[src/rtl/pipe_pkg.sv]
// Shared constants and stall-mode encoding for the pipe_stage_chain slice.
//   DEF_WIDTH / DEF_STAGES / DEF_COMPACT : default parameter values
//   stall_mode_e                         : freeze vs. bubble-collapsing stall mode
package pipe_pkg;

  localparam int unsigned DEF_WIDTH   = 64;
  localparam int unsigned DEF_STAGES  = 4;
  localparam int unsigned DEF_COMPACT = 0;

  typedef enum logic {
    STALL_FREEZE  = 1'b0,
    STALL_COMPACT = 1'b1
  } stall_mode_e;

endpackage

[src/rtl/pipe_stage_chain_if.sv]
// Producer/consumer handshake bundle for pipe_stage_chain.
//   in_valid/in_data/in_ready    : producer side, entering stage 0
//   out_valid/out_data/out_ready : consumer side, leaving the oldest stage
//   slave modport  : the pipeline itself
//   master modport : the environment driving and draining it
interface pipe_stage_chain_if
  import pipe_pkg::*;
#(
  parameter int unsigned WIDTH = DEF_WIDTH
);

  logic             in_valid;
  logic [WIDTH-1:0] in_data;
  logic             in_ready;
  logic             out_valid;
  logic [WIDTH-1:0] out_data;
  logic             out_ready;

  modport master (
    output in_valid, in_data, out_ready,
    input  in_ready, out_valid, out_data
  );

  modport slave (
    input  in_valid, in_data, out_ready,
    output in_ready, out_valid, out_data
  );

endinterface

[src/rtl/pipe_stage.sv]
// One pipeline slot: a valid bit plus a WIDTH-bit payload register.
//   clk, rst  : clock, synchronous active-low reset (clears valid and data)
//   load_i    : slot is not held and takes its upstream contents this edge
//   bubble_i  : upstream is holding; load an empty slot, keep old data
//   clear_i   : flush kill; forces valid low, wins over load
//   valid_i   : upstream valid bit
//   data_i    : upstream payload
//   valid_o   : registered valid bit
//   data_o    : registered payload
//   valid_d_o : next-state valid bit, used for registered occupancy
module pipe_stage
  import pipe_pkg::*;
#(
  parameter int unsigned WIDTH = DEF_WIDTH
) (
  input  logic             clk,
  input  logic             rst,
  input  logic             load_i,
  input  logic             bubble_i,
  input  logic             clear_i,
  input  logic             valid_i,
  input  logic [WIDTH-1:0] data_i,
  output logic             valid_o,
  output logic [WIDTH-1:0] data_o,
  output logic             valid_d_o
);

  logic             valid_q, valid_d;
  logic [WIDTH-1:0] data_q, data_d;

  // Next-state: hold by default, load or bubble when released, kill last.
  always_comb begin
    valid_d = valid_q;
    data_d  = data_q;
    if (load_i) begin
      if (bubble_i) begin
        valid_d = 1'b0;
      end else begin
        valid_d = valid_i;
        data_d  = data_i;
      end
    end
    if (clear_i) begin
      valid_d = 1'b0;
    end
  end

  always_ff @(posedge clk) begin
    if (!rst) begin
      valid_q <= 1'b0;
      data_q  <= '0;
    end else begin
      valid_q <= valid_d;
      data_q  <= data_d;
    end
  end

  assign valid_o   = valid_q;
  assign data_o    = data_q;
  assign valid_d_o = valid_d;

endmodule

[src/rtl/pipe_stage_chain.sv]
// Linear valid/data pipeline with per-stage stall and flush controls.
// Stage 0 is youngest, stage STAGES-1 oldest and drives the output.
//   clk, rst    : clock, synchronous active-low reset
//   bus         : in_* / out_* handshake (slave modport)
//   stall_req   : bit k asks stage k to hold
//   flush       : bit k kills stages 0..k at the next edge
//   stage_valid : per-stage valid bits
//   stage_data  : per-stage payloads, stage k at [k*WIDTH +: WIDTH]
//   occupancy   : registered count of valid stages
// COMPACT=0 freezes everything upstream of a hold; COMPACT=1 lets empty
// stages keep absorbing so bubbles collapse out of the chain.
module pipe_stage_chain
  import pipe_pkg::*;
#(
  parameter  int unsigned WIDTH   = DEF_WIDTH,
  parameter  int unsigned STAGES  = DEF_STAGES,
  parameter  int unsigned COMPACT = DEF_COMPACT,
  localparam int unsigned OCC_W   = $clog2(STAGES + 1)
) (
  input  logic                    clk,
  input  logic                    rst,
  pipe_stage_chain_if.slave       bus,
  input  logic [STAGES-1:0]       stall_req,
  input  logic [STAGES-1:0]       flush,
  output logic [STAGES-1:0]       stage_valid,
  output logic [STAGES*WIDTH-1:0] stage_data,
  output logic [OCC_W-1:0]        occupancy
);

  localparam stall_mode_e MODE = (COMPACT != 0) ? STALL_COMPACT : STALL_FREEZE;

  logic [STAGES-1:0] hold_c;
  logic [STAGES-1:0] kill_c;
  logic [STAGES-1:0] valid_d;
  logic [WIDTH-1:0]  data_w [STAGES];
  logic [OCC_W-1:0]  occupancy_q, occupancy_d;

  // Hold propagates from the output back toward stage 0.
  always_comb begin
    hold_c = '0;
    hold_c[STAGES-1] = stall_req[STAGES-1] | (stage_valid[STAGES-1] & ~bus.out_ready);
    for (int k = int'(STAGES) - 2; k >= 0; k--) begin
      if (MODE == STALL_COMPACT) begin
        hold_c[k] = stage_valid[k] & (stall_req[k] | hold_c[k+1]);
      end else begin
        hold_c[k] = stall_req[k] | hold_c[k+1];
      end
    end
  end

  // Stage k dies if any flush bit at or above k is set, so the highest bit wins.
  always_comb begin
    kill_c = '0;
    kill_c[STAGES-1] = flush[STAGES-1];
    for (int k = int'(STAGES) - 2; k >= 0; k--) begin
      kill_c[k] = flush[k] | kill_c[k+1];
    end
  end

  assign bus.in_ready  = rst & ~hold_c[0] & ~(|flush);
  assign bus.out_valid = stage_valid[STAGES-1] & ~stall_req[STAGES-1] & ~flush[STAGES-1];
  assign bus.out_data  = data_w[STAGES-1];

  for (genvar k = 0; k < STAGES; k++) begin : g_stage
    logic             ld_valid;
    logic [WIDTH-1:0] ld_data;
    logic             ld_bubble;

    if (k == 0) begin : g_head
      assign ld_valid  = bus.in_valid & bus.in_ready;
      assign ld_data   = bus.in_data;
      assign ld_bubble = 1'b0;
    end else begin : g_body
      assign ld_valid  = stage_valid[k-1];
      assign ld_data   = data_w[k-1];
      assign ld_bubble = hold_c[k-1];
    end

    pipe_stage #(
      .WIDTH (WIDTH)
    ) u_stage (
      .clk       (clk),
      .rst       (rst),
      .load_i    (~hold_c[k]),
      .bubble_i  (ld_bubble),
      .clear_i   (kill_c[k]),
      .valid_i   (ld_valid),
      .data_i    (ld_data),
      .valid_o   (stage_valid[k]),
      .data_o    (data_w[k]),
      .valid_d_o (valid_d[k])
    );

    assign stage_data[k*WIDTH +: WIDTH] = data_w[k];
  end

  // Popcount of next-state valids so occupancy tracks stage_valid each cycle.
  always_comb begin
    occupancy_d = '0;
    for (int k = 0; k < int'(STAGES); k++) begin
      occupancy_d = occupancy_d + OCC_W'(valid_d[k]);
    end
  end

  always_ff @(posedge clk) begin
    if (!rst) begin
      occupancy_q <= '0;
    end else begin
      occupancy_q <= occupancy_d;
    end
  end

  assign occupancy = occupancy_q;

endmodule
[src/flat_wrapper.sv]
// flat-port wrapper written by rule: the top's interface ports become plain ports
module pipe_stage_chain_flat import pipe_pkg::*;
#(
  parameter  int unsigned WIDTH   = DEF_WIDTH,
  parameter  int unsigned STAGES  = DEF_STAGES,
  parameter  int unsigned COMPACT = DEF_COMPACT,
  localparam int unsigned OCC_W   = $clog2(STAGES + 1)
)
  (clk, rst, stall_req, flush, stage_valid, stage_data, occupancy, bus_in_valid, bus_in_data, bus_out_ready, bus_in_ready, bus_out_valid, bus_out_data);
  pipe_stage_chain_if #(.WIDTH(WIDTH)) bus_i ();
  input  logic clk;
  input  logic rst;
  input  logic [STAGES-1:0] stall_req;
  input  logic [STAGES-1:0] flush;
  output logic [STAGES-1:0] stage_valid;
  output logic [STAGES*WIDTH-1:0] stage_data;
  output logic [OCC_W-1:0] occupancy;
  input wire logic [$bits(bus_i.in_valid)-1:0] bus_in_valid;
  input wire logic [$bits(bus_i.in_data)-1:0] bus_in_data;
  input wire logic [$bits(bus_i.out_ready)-1:0] bus_out_ready;
  output wire logic [$bits(bus_i.in_ready)-1:0] bus_in_ready;
  output wire logic [$bits(bus_i.out_valid)-1:0] bus_out_valid;
  output wire logic [$bits(bus_i.out_data)-1:0] bus_out_data;
  assign bus_i.in_valid = bus_in_valid;
  assign bus_i.in_data = bus_in_data;
  assign bus_i.out_ready = bus_out_ready;
  assign bus_in_ready = bus_i.in_ready;
  assign bus_out_valid = bus_i.out_valid;
  assign bus_out_data = bus_i.out_data;
  pipe_stage_chain #(.WIDTH(WIDTH), .STAGES(STAGES), .COMPACT(COMPACT)) u_core (.clk(clk), .rst(rst), .bus(bus_i), .stall_req(stall_req), .flush(flush), .stage_valid(stage_valid), .stage_data(stage_data), .occupancy(occupancy));
endmodule
[config.mk]
export PLATFORM = sky130hd
export DESIGN_NAME = pipe_stage_chain_flat
export DESIGN_NICKNAME = d
export VERILOG_FILES = /design/src/rtl/pipe_pkg.sv /design/src/rtl/pipe_stage_chain_if.sv /design/src/rtl/pipe_stage.sv /design/src/rtl/pipe_stage_chain.sv /design/src/flat_wrapper.sv
export SDC_FILE = /design/constraint.sdc
export NUM_CORES = 1
export LEC_CHECK = 0
export CAP_MARGIN = 20
export CORE_UTILIZATION = 40
export CTS_CLUSTER_DIAMETER = 60
export DETAILED_ROUTE_END_ITERATION = 16
export PLACE_DENSITY = 0.81
export REMOVE_ABC_BUFFERS = 1
export SLEW_MARGIN = 30
export SYNTH_ARGS = -nofsm -noshare
export SYNTH_HDL_FRONTEND = slang
export SYNTH_SLANG_ARGS = --single-unit
[constraint.sdc]
create_clock -name clk -period 2.6 [get_ports clk]
set_clock_uncertainty 0.05 [all_clocks]
set_input_delay 0.26 -clock clk [delete_from_list [all_inputs] [get_ports clk]]
set_output_delay 0.26 -clock clk [all_outputs]
set_load 0.005 [all_outputs]
==> reports/metrics.cfg <==
[outcome]
status = finished clean

[grt]
antenna_found_initial = 1
grt_pass1_vias = 8494
grt_pass1_wl_um = 45500
grt_max_degree = 131
grt_overflow = 0
track_usage_pct = 21.4

[setup_path]
crit_family = simple AND/OR/NAND/NOR gates
critical_path_class = input pin to register
critPathMaxFanout = 2
crit_slowest_cell = or4_4
path_cells = clkdlybuf4s50_1 > or2_2 > or4_4 > mux2i_1 > ha_1 > fa_1 > ha_1 > and2_1
critPathMostFrequentCell = ha_1
end_kind = register
worst_setup_path_start_kind = input pin
critPathRequiredTime_ns = 2.99
cp_num_buf_inv = 1
crit_arrival_ns = 2.87
crit_path_max_incr_delay_ns = 0.51

[sta]
max_freq_mhz = 404
min_period_ns = 2.48
hold_viol = 0
min_period_over_period_pct = 95.3
worst_pin_slew_ns = 1.08
drv_slew = 0
rsz0062_at_grt = false
setup_viol = 0
slew_headroom_pct = 27.7
setup_tns_ns = 0
timing.hold.ws_ns = 0.209

[yosys]
yosys_warnings = 0
muxShareOfSynthArea_pct = 18.9
synth_compound_area_share_pct = 6.76
synth_xor_area_share_pct = 0
synthFlopType = dfxtp_1
synthSimpleGateAreaFrac_pct = 13.7
synth_edf_count = 0
synth-seq-cells = 263
synthDistinctLibCells = 27
synth_top_family_by_area = multiplexers
synth-seq-area-share_pct = 51.1
synth_fa_ha_area_share_pct = 0.438
netlist_area_um2 = 10300
avgSynthCellArea_um2 = 9.38
syn_inst = 1097
async_flop_share_pct = 0

[place]
place_congestion = 0.770
place_inst = 1702
io_buffer_count = 404
place_area_um2 = 14100
dp_hpwl_um = 19500

[cts]
post-cts-setup-buffers = 0
clock_latency_ns = 0.54
cts_root_buffer = clkbuf_16
h-tree-depth = 1
cts_sinks = 263
clk_path_buf_depth = 3
cts_tree = yes
numCtsBuffers = 30
path_clk_slew_ns = 0.06

[layout]
multiInputGateArea_um2 = 4120
final_net_count = 1484
final_common_cell = clkdlybuf4s50_1
final_area_um2 = 15100
final_cell_mix = clkdlybuf4s50_1, dfxtp_1, nand2_1
syn_to_final_growth_pct = 46.7
register_area_um2 = 5270
fillCellCount = 2092
final_cells = 1758
drive_above_1_share_pct = 5.61

[floorplanning]
die-width_um = 162
die_area_um2 = 26400
core_um2 = 25200
rows = 58
die_h_um = 162
pin_count = 405
start_util_pct = 40.9

[pwr]
switching_power_w = 0.00192
p_clk_share_pct = 47.6
p_int_w = 0.00672
p_leak_nw = 6.04
p_seq_share_pct = 47.1
powerDensity_nw_per_um2 = 572
swShare_pct = 22.2
ir_worst_vdd_v = 0.000486
power_w = 0.00864
pwr-share-comb_pct = 5.3

[routing]
drt_wl_total_um = 29600
drtIter0Drc = 593
firstDrtPassIters = 5
drt-vias-per-instance = 5.05
drc_errors = 0
postRouteAntennaNets = 0
wl_per_cell_um = 16.8
vias = 8882

[hold_path]
hold_class = input pin to register

[run]
max_cap_viol_count = 0

## registers in the layout, indices dropped and copies added (netlist names)
name                            cells
u_core.g_stage.u_stage.valid_o      4
u_core.g_stage.u_stage.data_o     256
u_core.occupancy                    3
## Yosys cell counts (2+ instances only)
| cell type | instances | share of area [%] |
|---|---|---|
| nand4_1 | 4 | 0.24 |
| buf_2 | 11 | 0.53 |
| clkbuf_1 | 64 | 2.3 |
| ha_1 | 2 | 0.24 |
| nand2_1 | 259 | 9.4 |
| nand3_1 | 65 | 3.2 |
| buf_4 | 68 | 5.0 |
| dfxtp_1 | 263 | 51 |
| a21boi_0 | 2 | 0.15 |
| buf_6 | 10 | 1.1 |
| nor3_1 | 2 | 0.097 |
| a21oi_1 | 67 | 3.3 |
| mux2i_1 | 194 | 19 |
| inv_1 | 3 | 0.11 |
| nor2_1 | 3 | 0.11 |
| o21ai_0 | 66 | 3.2 |
| nor2b_1 | 2 | 0.12 |
| and2_1 | 3 | 0.18 |
## worst register-to-register path, delay by kind of cell, from the launching register on
kind          cells  cell delay, ns
mux               1            0.20
simple gates      3            0.73
fa+ha+maj         3            0.98
flops             1            0.35
## per-stage QoR
stage	util [%]	setup slack [ns]
2_1_floorplan	-	-5.41
3_3_place_gp	56.0	-0.378
3_5_place_dp	56.0	-0.424
4_1_cts	60.0	0.129
5_1_grt	60.0	0.0172
6_report	60.0	0.122
## cells by family after synthesis
logic type      Yosys count
compound gates          137
fa+ha+maj                 3
buf+inv                 157
flops                   263
mux                     194
simple gates            343
## area by class of cell
| cell class | instances | area share, % |
|---|---|---|
| sequential | 263 | 34.9 |
| timing repair buffer | 430 | 28.5 |
| multi-input combinational | 677 | 27.3 |
| clock buffer | 44 | 5.79 |
| tap | 330 | 2.73 |
| clock inverter | 10 | 0.696 |
| inverter | 3 | 0.0746 |
| antenna | 1 | 0.0166 |
## final timing paths
check / startpoint / endpoint / slack [ns] / cells past startpoint
max reg2reg: u_core.g_stage[3].u_stage.valid_o / u_core.occupancy[1] / 0.19 / 7
min: bus_in_data[31] / u_core.g_stage[0].u_stage.data_o[31] / 0.21 / 3
max: stall_req[2] / u_core.occupancy[1] / 0.12 / 8
min reg2reg: u_core.g_stage[2].u_stage.data_o[3] / u_core.g_stage[3].u_stage.data_o[3] / 0.42 / 2
## timing repair
item | 4_1_cts | 5_1_grt
gates resized for setup | 1 | 0
endpoints found under the setup margin | 1 | 0
endpoints found under the hold margin | 1 | 0
hold buffers | 1 | 0
## power groups by stage
stage	registers (W)	clock network [W]	logic [W]
5_1_grt	0.00407	0.00437	0.000495
2_1_floorplan	0.00416	0	0.000184
4_1_cts	0.00407	0.00417	0.000465
6_report	0.00407	0.00411	0.000460
3_5_place_dp	0.00416	0	0.000460
3_3_place_gp	0.00416	0	0.000455
## layer usage
| layer | up-vias | wire [µm] | global-route usage (%) |
|---|---|---|---|
| li1 | 4236 | - | - |
| met1 | 4212 | 11700 | 25.2 |
| met2 | 367 | 14500 | 37.9 |
| met3 | 67 | 2410 | 5.45 |
| met4 | 0 | 864 | 6.82 |
| met5 | - | 0 | 0 |
Note: power is estimated with default switching activity, not from simulation.
